File: config.mk
export PLATFORM = sky130hd
export DESIGN_NAME = uplane_stream_arbiter
export DESIGN_NICKNAME = d
export VERILOG_FILES = /design/src/rtl/uplane_pkg.sv /design/src/rtl/rr_priority_select.sv /design/src/rtl/uplane_stream_arbiter.sv
export SDC_FILE = /design/constraint.sdc
export NUM_CORES = 1
export LEC_CHECK = 0
export ABC_AREA = 1
export CORE_AREA = 2 2 294 296
export DETAILED_ROUTE_END_ITERATION = 10
export DIE_AREA = 0 0 296 298
export SYNTH_ARGS = -nofsm -noshare
export SYNTH_HDL_FRONTEND = slang
export SYNTH_SLANG_ARGS = --single-unit
File: constraint.sdc
create_clock -name clk -period 3.9 [get_ports clk]
set_clock_uncertainty 0.15 [all_clocks]
set_input_delay 0.78 -clock clk [delete_from_list [all_inputs] [get_ports clk]]
set_output_delay 0.78 -clock clk [all_outputs]
set_load 0.02 [all_outputs]
File: src/rtl/uplane_pkg.sv
// Shared definitions for the U-plane stream arbiter.
//
// Purpose : default widths, the arbiter FSM state encoding and small
//           elaboration-time helpers used by the arbiter and its
//           round-robin selector.
// Contents: UPL_* width defaults, arb_state_t (IDLE/ARB/XFER),
//           idx_width(), rr_distance(), idx_bit_mask().
package uplane_pkg;

    localparam int UPL_DATA_WIDTH  = 128;
    localparam int UPL_TKEEP_WIDTH = UPL_DATA_WIDTH / 8;
    localparam int UPL_NUM_SRC     = 4;
    localparam int UPL_MAX_SRC     = 8;
    localparam int UPL_SEG_CNT_W   = 16;

    typedef enum logic [1:0] {
        IDLE = 2'd0,
        ARB  = 2'd1,
        XFER = 2'd2
    } arb_state_t;

    // Width of a source index; at least one bit so a 1-source build elaborates.
    function automatic int idx_width(input int n);
        return (n > 1) ? $clog2(n) : 1;
    endfunction

    // Position of 'src' in the round-robin order that starts just after
    // 'last': the source at last+1 gets distance 0 (highest priority).
    function automatic int rr_distance(input int src, input int last, input int n);
        int d;
        d = src - last - 1;
        if (d < 0) begin
            d = d + n;
        end
        return d;
    endfunction

    // Mask of all source positions whose index has bit 'b' set; OR-reducing
    // a one-hot vector against it yields that bit of the encoded index.
    function automatic logic [UPL_MAX_SRC-1:0] idx_bit_mask(input int b);
        logic [UPL_MAX_SRC-1:0] m;
        m = '0;
        for (int i = 0; i < UPL_MAX_SRC; i++) begin
            if (((i >> b) & 1) == 1) begin
                m = m | (UPL_MAX_SRC'(1) << i);
            end
        end
        return m;
    endfunction

endpackage

File: src/rtl/rr_priority_select.sv
// Round-robin priority selector (purely combinational).
//
// Purpose : pick the first requesting source in round-robin order starting
//           at last_grant+1 (mod NUM_SRC).
// Ports   : req        - request vector, one bit per source
//           last_grant - index of the most recently served source
//           grant      - one-hot winner, all zero when nobody requests
module rr_priority_select
    import uplane_pkg::*;
#(
    parameter int NUM_SRC = UPL_NUM_SRC,
    parameter int IDX_W   = idx_width(NUM_SRC)
) (
    input  logic [NUM_SRC-1:0] req,
    input  logic [IDX_W-1:0]   last_grant,
    output logic [NUM_SRC-1:0] grant
);

    // Source gi wins when it requests and no requesting peer sits earlier
    // in the rotated order.
    generate
        for (genvar gi = 0; gi < NUM_SRC; gi++) begin : g_src
            logic [NUM_SRC-1:0] blocked;
            for (genvar gj = 0; gj < NUM_SRC; gj++) begin : g_peer
                assign blocked[gj] = req[gj] &&
                    (rr_distance(gj, int'(last_grant), NUM_SRC) <
                     rr_distance(gi, int'(last_grant), NUM_SRC));
            end
            assign grant[gi] = req[gi] && !(|blocked);
        end
    endgenerate

endmodule

File: src/rtl/uplane_stream_arbiter.sv
// U-plane AXI-Stream segment arbiter.
//
// Purpose : multiplexes NUM_SRC AXI-Stream sources onto one packetizer
//           input. A source keeps the grant for a whole segment (until a
//           beat with TUSER=1 is accepted); sources are served round-robin.
//           The output is a single register stage.
// Ports   : clk, reset_n (async, active low)
//           slave_T*      - packed per-source AXI-Stream inputs, TREADY out
//           master_T*     - single-source AXI-Stream output
//           cfg_src_enable- per-source eligibility for new grants
//           stat_grant    - one-hot current grant (zero when not transferring)
//           stat_seg_beats- saturating beat count of the current segment
module uplane_stream_arbiter
    import uplane_pkg::*;
#(
    parameter int DATA_WIDTH  = UPL_DATA_WIDTH,
    parameter int TKEEP_WIDTH = UPL_TKEEP_WIDTH,
    parameter int NUM_SRC     = UPL_NUM_SRC
) (
    input  logic                           clk,
    input  logic                           reset_n,
    input  logic [NUM_SRC*DATA_WIDTH-1:0]  slave_TDATA,
    input  logic [NUM_SRC-1:0]             slave_TVALID,
    input  logic [NUM_SRC-1:0]             slave_TLAST,
    input  logic [NUM_SRC-1:0]             slave_TUSER,
    input  logic [NUM_SRC*TKEEP_WIDTH-1:0] slave_TKEEP,
    output logic [NUM_SRC-1:0]             slave_TREADY,
    output logic [DATA_WIDTH-1:0]          master_TDATA,
    output logic                           master_TVALID,
    output logic                           master_TLAST,
    output logic                           master_TUSER,
    output logic [TKEEP_WIDTH-1:0]         master_TKEEP,
    input  logic                           master_TREADY,
    input  logic [NUM_SRC-1:0]             cfg_src_enable,
    output logic [NUM_SRC-1:0]             stat_grant,
    output logic [UPL_SEG_CNT_W-1:0]       stat_seg_beats
);

    localparam int IDX_W = idx_width(NUM_SRC);
    localparam logic [UPL_SEG_CNT_W-1:0] SEG_MAX = '1;

    arb_state_t                 state_reg, state_next;
    logic [NUM_SRC-1:0]         grant_reg;
    logic [NUM_SRC-1:0]         rr_grant;
    logic [NUM_SRC-1:0]         eligible;
    logic [IDX_W-1:0]           last_grant_reg;
    logic [IDX_W-1:0]           grant_idx;
    logic [UPL_SEG_CNT_W-1:0]   seg_beats_reg;

    logic [DATA_WIDTH-1:0]      m_data_reg;
    logic [TKEEP_WIDTH-1:0]     m_keep_reg;
    logic                       m_valid_reg;
    logic                       m_last_reg;
    logic                       m_user_reg;

    logic [DATA_WIDTH-1:0]      data_acc [NUM_SRC+1];
    logic [TKEEP_WIDTH-1:0]     keep_acc [NUM_SRC+1];
    logic                       sel_valid, sel_last, sel_user;
    logic                       out_free, xfer, accept, seg_end;

    assign eligible = slave_TVALID & cfg_src_enable;

    rr_priority_select #(
        .NUM_SRC (NUM_SRC),
        .IDX_W   (IDX_W)
    ) u_rr_select (
        .req        (eligible),
        .last_grant (last_grant_reg),
        .grant      (rr_grant)
    );

    // The output register can take a new beat when empty or draining now.
    assign out_free = ~m_valid_reg | master_TREADY;
    assign xfer     = (state_reg == XFER);

    // AND-OR mux on the one-hot grant; grant_reg is the only select, so
    // cfg_src_enable changes cannot disturb a segment in flight.
    assign data_acc[0] = '0;
    assign keep_acc[0] = '0;
    generate
        for (genvar gi = 0; gi < NUM_SRC; gi++) begin : g_mux
            assign data_acc[gi+1] = data_acc[gi] |
                (slave_TDATA[gi*DATA_WIDTH +: DATA_WIDTH] & {DATA_WIDTH{grant_reg[gi]}});
            assign keep_acc[gi+1] = keep_acc[gi] |
                (slave_TKEEP[gi*TKEEP_WIDTH +: TKEEP_WIDTH] & {TKEEP_WIDTH{grant_reg[gi]}});
            assign slave_TREADY[gi] = xfer & grant_reg[gi] & out_free;
        end

        // One-hot to binary for recording last_grant.
        for (genvar gb = 0; gb < IDX_W; gb++) begin : g_idx
            localparam logic [UPL_MAX_SRC-1:0] BIT_MASK = idx_bit_mask(gb);
            assign grant_idx[gb] = |(grant_reg & BIT_MASK[NUM_SRC-1:0]);
        end
    endgenerate

    assign sel_valid = |(slave_TVALID & grant_reg);
    assign sel_last  = |(slave_TLAST  & grant_reg);
    assign sel_user  = |(slave_TUSER  & grant_reg);

    assign accept  = xfer & out_free & sel_valid;
    assign seg_end = accept & sel_user;

    always_comb begin
        state_next = state_reg;
        case (state_reg)
            IDLE: begin
                if (|eligible) begin
                    state_next = ARB;
                end
            end
            ARB: begin
                // A requester may have vanished since IDLE; fall back
                // without granting anybody.
                state_next = (|eligible) ? XFER : IDLE;
            end
            XFER: begin
                if (seg_end) begin
                    state_next = IDLE;
                end
            end
            default: state_next = IDLE;
        endcase
    end

    always_ff @(posedge clk or negedge reset_n) begin
        if (!reset_n) begin
            state_reg      <= IDLE;
            grant_reg      <= '0;
            last_grant_reg <= IDX_W'(NUM_SRC - 1);
            seg_beats_reg  <= '0;
            m_data_reg     <= '0;
            m_keep_reg     <= '0;
            m_valid_reg    <= 1'b0;
            m_last_reg     <= 1'b0;
            m_user_reg     <= 1'b0;
        end else begin
            state_reg <= state_next;

            if (state_reg == ARB) begin
                grant_reg <= rr_grant;
            end else if (seg_end) begin
                grant_reg <= '0;
            end

            if (seg_end) begin
                last_grant_reg <= grant_idx;
            end

            if ((state_reg == IDLE) && (state_next == ARB)) begin
                seg_beats_reg <= '0;
            end else if (accept && (seg_beats_reg != SEG_MAX)) begin
                seg_beats_reg <= seg_beats_reg + 1'b1;
            end

            if (accept) begin
                m_data_reg  <= data_acc[NUM_SRC];
                m_keep_reg  <= keep_acc[NUM_SRC];
                m_last_reg  <= sel_last;
                m_user_reg  <= sel_user;
                m_valid_reg <= 1'b1;
            end else if (master_TREADY) begin
                m_valid_reg <= 1'b0;
            end
        end
    end

    assign master_TDATA   = m_data_reg;
    assign master_TKEEP   = m_keep_reg;
    assign master_TVALID  = m_valid_reg;
    assign master_TLAST   = m_last_reg;
    assign master_TUSER   = m_user_reg;
    assign stat_grant     = grant_reg;
    assign stat_seg_beats = seg_beats_reg;

endmodule

After elaboration in Yosys (flattened, before gate mapping)
Index checks and enable logic that the tools add are counted.
Word-level totals
  bits in registers: 171
  latch bits: 0
  memory bits (writable): 0
  bits in read-only memories: 0
  output and inout bits: 171
  word-level logic and storage cells: 131
  memories kept: 0
Operators by class
  add/sub/neg operators: 13
  multiply operators: 0
  divide/modulo/power cells: 0
  order comparisons: 20
  eq/ne operators: 4
  shifts and indexed selects: 0
  multiplexer cells: 14
  bitwise operators: 31
  reduce and logical (&&, ||, !) cells: 40
Operators with widths (number)
  bitwise AND 128 bit: 4
  less-than comparator 32 bit: 16
  bitwise OR 128 bit: 3
  adder 32 x 4 -> 32 bit (second input constant): 4
  less-than comparator 32 x 1 -> 1 bit (second input constant): 4
  2-to-1 mux 32 bit: 4
  subtractor 32 x 2 -> 32 bit (second input constant): 4
  bitwise AND 16 bit: 4
  bitwise OR 16 bit: 3
  2-to-1 mux 16 bit: 2
  OR reduction 4 bit: 8
  logical AND 1 bit: 22
  adder 16 x 1 -> 16 bit (second input constant): 1
  bitwise AND 4 bit: 4
  inequality test 16 bit (second input constant): 1
  bitwise AND 1 bit: 11
  2-to-1 mux 4 bit: 2
  2-to-1 mux 2 bit: 3
  one-hot mux 2 bit (3 select lines): 1
  nonzero test 2 bit: 3
  subtractor 1 x 2 -> 3 bit (first input constant): 2
  subtractor 2 x 2 -> 3 bit (first input constant): 2
  == test 2 x 1 -> 1 bit (second input constant): 2
  zero test 1 bit: 4
  other kinds (6): 8

Logic depth before layout (Yosys ltp)
  depth after elaboration: 10
  mapped depth: 22
  gate-level depth less buffers: 22

Cells and area by module
From an unflattened synthesis, not the netlist that was laid out.
Unflattened totals
  cells, all modules: 1376
  area total of the unflattened synthesis: 10142.2 um^2
By module, submodules not included
  uplane_stream_arbiter: instances 1, cells each 1334, area an instance 9873.2 um^2, sequential area each 4281.6 um^2
  rr_priority_select: instances 1, cells each 42, area an instance 269.0 um^2, sequential area each 0.0 um^2

Worst setup path before layout
OpenSTA, ideal clock, no wires.
  path kind: register to register
  from: register last_grant_reg[1]
  to: register grant_reg[2] (netlist: stat_grant[2])
  setup time: 0.117 ns
  data arrival time: 3.136 ns
  path slack: 0.498 ns
  stages on the path, launching flop included: 21
  buffers on the path: 0
  clock period less this slack: 3.402 ns
  cells stage by stage: dfstp_2 ha_1 inv_1 ha_1 inv_1 ha_1 inv_1 fa_1 inv_1 ha_1 nand2_1 nor2_1 inv_1 nor2_1 nand2_1 nand2_1 nand2_1 nand3_1 nand3_1 nand2_1 nand2_1
Between the ends
  longest elaborated chain between the ends: 10
  elaborated cells on any way between the ends: 32
  classes of those cells: 12 x add/sub; 8 x order compare; 5 x mux; 7 x reduce/logical
RTL lines
  start, declared: RTL line uplane_stream_arbiter.sv:46  | logic [IDX_W-1:0] last_grant_reg;
  start signal, assigned: RTL line uplane_stream_arbiter.sv:129  | last_grant_reg <= IDX_W'(NUM_SRC - 1);
  start signal, assigned: RTL line uplane_stream_arbiter.sv:146  | last_grant_reg <= grant_idx;
  subtractor 1 x 2 -> 3 bit or subtractor 2 x 2 -> 3 bit (tied branches): RTL line uplane_pkg.sv:31  | d = src - last - 1;
  subtractor 32 x 2 -> 32 bit: RTL line uplane_pkg.sv:31
  adder 32 x 4 -> 32 bit or less-than comparator 32 x 1 -> 1 bit (tied branches): RTL line uplane_pkg.sv:33, uplane_pkg.sv:32
  2-to-1 mux 32 bit: RTL line uplane_pkg.sv:32  | if (d < 0) begin
  less-than comparator 32 bit: RTL line rr_priority_select.sv:26  | (rr_distance(gj, int'(last_grant), NUM_SRC) <
  logical AND 1 bit: RTL line rr_priority_select.sv:25  | assign blocked[gj] = req[gj] &&
  OR reduction 4 bit (*): RTL line rr_priority_select.sv:29  | assign grant[gi] = req[gi] && !(|blocked);
  zero test 1 bit (*): RTL line rr_priority_select.sv:29
  logical AND 1 bit (*): RTL line rr_priority_select.sv:29
  2-to-1 mux 4 bit (*): RTL line uplane_stream_arbiter.sv:139  | if (state_reg == ARB) begin
  end signal, assigned: RTL line uplane_stream_arbiter.sv:140  | grant_reg <= rr_grant;
  end, declared: RTL line uplane_stream_arbiter.sv:43  | logic [NUM_SRC-1:0] grant_reg;
Mark *: on every way between the ends. The rest lies on a longest branch, timed or not.
A chain may end at the register's enable or synchronous reset.

Worst setup path after layout
  from: register last_grant_reg[0]
  to: register grant_reg[2] (netlist: stat_grant[2])
The elaborated chain is that of the path after synthesis.

==> impl_metrics.json <==
{
  "synth.yosys.seq_area_share_pct": 38.6,
  "yosysUniqueCellTypes": 40,
  "final-instance-count-excl-fill": 3410,
  "initial_utilization_pct": 13.1,
  "drc": 0,
  "layout.nets": 2909,
  "clkTransAtPathRegs_ns": 0.08,
  "synth-edff-count": 0,
  "die_y_um": 298,
  "maxCapViolations": 0,
  "power.leakage_nw": 8.81,
  "worstSetupStartpointType": "flip-flop",
  "wire_per_inst_um": 18.6,
  "pin_count": 766,
  "outcome": "complete, no violations",
  "worstSetupEndpointType": "flip-flop",
  "syn_area_sq_um": 11100,
  "synth_top_cell_by_area": "dfrtp_1",
  "final_area_sq_um": 20900,
  "cts_root_buf": "clkbuf_16",
  "die_area_sq_um": 88200,
  "finalSetupTns_ns": 0,
  "critPathArrivalTime_ns": 3.79,
  "fillCellCount": 9389,
  "dr.pass1.iters": 5,
  "synth_ff_type": "dfrtp_1",
  "crit_type": "reg2reg",
  "placed_area_sq_um": 20300,
  "synth_top_area_share_pct": 38.1,
  "grt_util_all_layers_pct": 13.9,
  "grt_max_degree": 111,
  "post-cts-setup-buffers": 0,
  "largest_reg_flops": 128,
  "cts-buffers-inserted": 17,
  "finalHoldViolCount": 0,
  "htree_levels": 4,
  "hold_slack_ns": 0.209,
  "dr.first_iter.drc_count": 781,
  "avgSynthCellArea_sq_um": 7.39,
  "core_sq_um": 84900,
  "tightestPinTransition_ns": 0.816,
  "power_density_nw_per_um2": 561,
  "layout_common_cells": "764 x clkdlybuf4s50_1, 666 x nand2_1, 165 x dfrtp_1",
  "critical_path_required_ns": 4.15,
  "layout_commonest_cell": "clkdlybuf4s50_1",
  "areaGrowthSynthToFinish_pct": 87.8,
  "post-place-cells": 3368,
  "wirelength_um": 63300,
  "total_power_mw": 11.7,
  "place_ws_ns": 0.282,
  "grt_overflow": 0,
  "setup_viol": 0,
  "yosys_warnings": 0,
  "timing.slew.headroom_pct": 45.6,
  "ant_nets": 0,
  "die_x_um": 296,
  "clock_latency_ns": 0.47,
  "cts_tree": "yes",
  "grt_pass1_vias": 13284,
  "cp_max_fo": 7,
  "layout-drive-gt1-share_pct": 3.77,
  "num_vias": 13293,
  "synth-seq-cells": 171,
  "place_hpwl_um": 50800,
  "fin_ws_ns": 0.365,
  "globalplace.congestion": 0.888,
  "synth_area_leaders": "dfrtp_1 38%, nand2_1 23%, a221oi_1 11%, ha_1 7.8%, o21ai_0 4.4%",
  "grt_antenna_before_repair": 17,
  "viasPerCell": 3.90,
  "grt_first_pass_wirelength_um": 89000,
  "rsz0062_at_grt": "false",
  "max-clock-path-buffers": 2,
  "vdd_drop_max_mv": 0.313,
  "hold_path.class": "in2async",
  "num_rows": 107,
  "layout_min_cycle_time_ns": 3.54,
  "final_util_pct": 24.6,
  "period_share_pct": 90.6,
  "synthArstFlopShare_pct": 100,
  "fmax_ghz": 0.283,
  "maxSlewViolCount": 0,
  "port_buffers": 765,
  "cts_num_sinks": 171,
  "syn_inst": 1502
}
-- power breakdown --
group,switching (mW),internal (mW)
sequential,0.507,2.35
combinational,4.02,2.99
clock,0.918,0.908
-- repair_timing --
item | CTS | global route
endpoints found under the setup margin | 0 | 2
hold buffers | 0 | 0
resized for setup | 0 | 2
-- per-layer routing --
layer,vias up,GRT usage (%),part of all wire (%)
met4,10,5.40,2.3
met2,528,23.0,48
met5,-,0,0.095
li1,6544,-,-
met3,63,4.57,8.8
met1,6148,16.7,41
-- path summary, 6_finish.rpt --
| check | start | to | slack, ns | cells past startpoint |
|---|---|---|---|---|
| max in group asynchronous | reset_n | last_grant_reg[0] | 2.59 | 2 |
| worst min register to register | master_TDATA[117] | master_TDATA[117] | 0.33 | 2 |
| worst max-delay path | last_grant_reg[0] | stat_grant[2] | 0.36 | 20 |
| worst max register to register | last_grant_reg[0] | stat_grant[2] | 0.36 | 20 |
| min in group clk | master_TDATA[117] | master_TDATA[117] | 0.33 | 2 |
| worst min-delay path | reset_n | master_TDATA[23] | 0.21 | 1 |
-- cells by family (layout without fill, tap and decap cells) --
family	Yosys count	in the layout	share of synthesized area, %
compound gates	327	327	20.0
xor+xnor	11	11	0.868
fa+ha+maj	71	71	8.14
buf+inv	169	896	6.06
flops	171	171	38.6
other cells	2	39	0.0676
simple gates	751	751	26.3
-- worst max-delay path, stage by stage (launching register included) --
cell and delay [ns]:
dfstp_2 0.59, ha_1 0.28, inv_1 0.11, ha_1 0.38
ha_1 0.16, inv_1 0.11, fa_1 0.45, inv_2 0.14
ha_1 0.16, nand2_1 0.07, nor2_1 0.14, inv_1 0.06
nor2_1 0.14, nand2_1 0.07, nand2_1 0.05, nand2_1 0.08
nand2_1 0.09, nand2_1 0.05, nand3_1 0.07, nand2_1 0.06
nand2_1 0.08
-- final cells by class --
| type | instances | area, sq um | area share [%] |
|---|---|---|---|
| Antenna cell | 10 | 25.0 | 0.120 |
| Clock buffer | 18 | 429 | 2.06 |
| Clock inverter | 14 | 149 | 0.714 |
| Inverter | 69 | 260 | 1.25 |
| Multi-Input combinational cell | 1189 | 6270 | 30.0 |
| Sequential cell | 171 | 4300 | 20.6 |
| Tap cell | 1144 | 1430 | 6.86 |
| Timing Repair Buffer | 795 | 8000 | 38.4 |
-- cell usage after synthesis, types with 2 or more instances --
library cell	n
a21oi_1	14
nor3_2	2
nor4_1	2
nor3_1	5
nand2_2	2
nand4_1	6
ha_1	69
o21ai_1	59
buf_2	18
buf_1	3
inv_2	4
xor2_1	9
nand3_1	17
nor2_2	3
a221oi_1	145
conb_1	2
inv_1	64
fa_1	2
xnor2_1	2
buf_6	2
nor2_1	42
a21o_1	2
a22o_1	3
nor3b_1	2
o21ai_0	97
nand2_1	666
clkbuf_1	77
o32ai_1	2
dfrtp_1	169
dfstp_2	2
No activity file was read; power rests on OpenSTA's default activity.
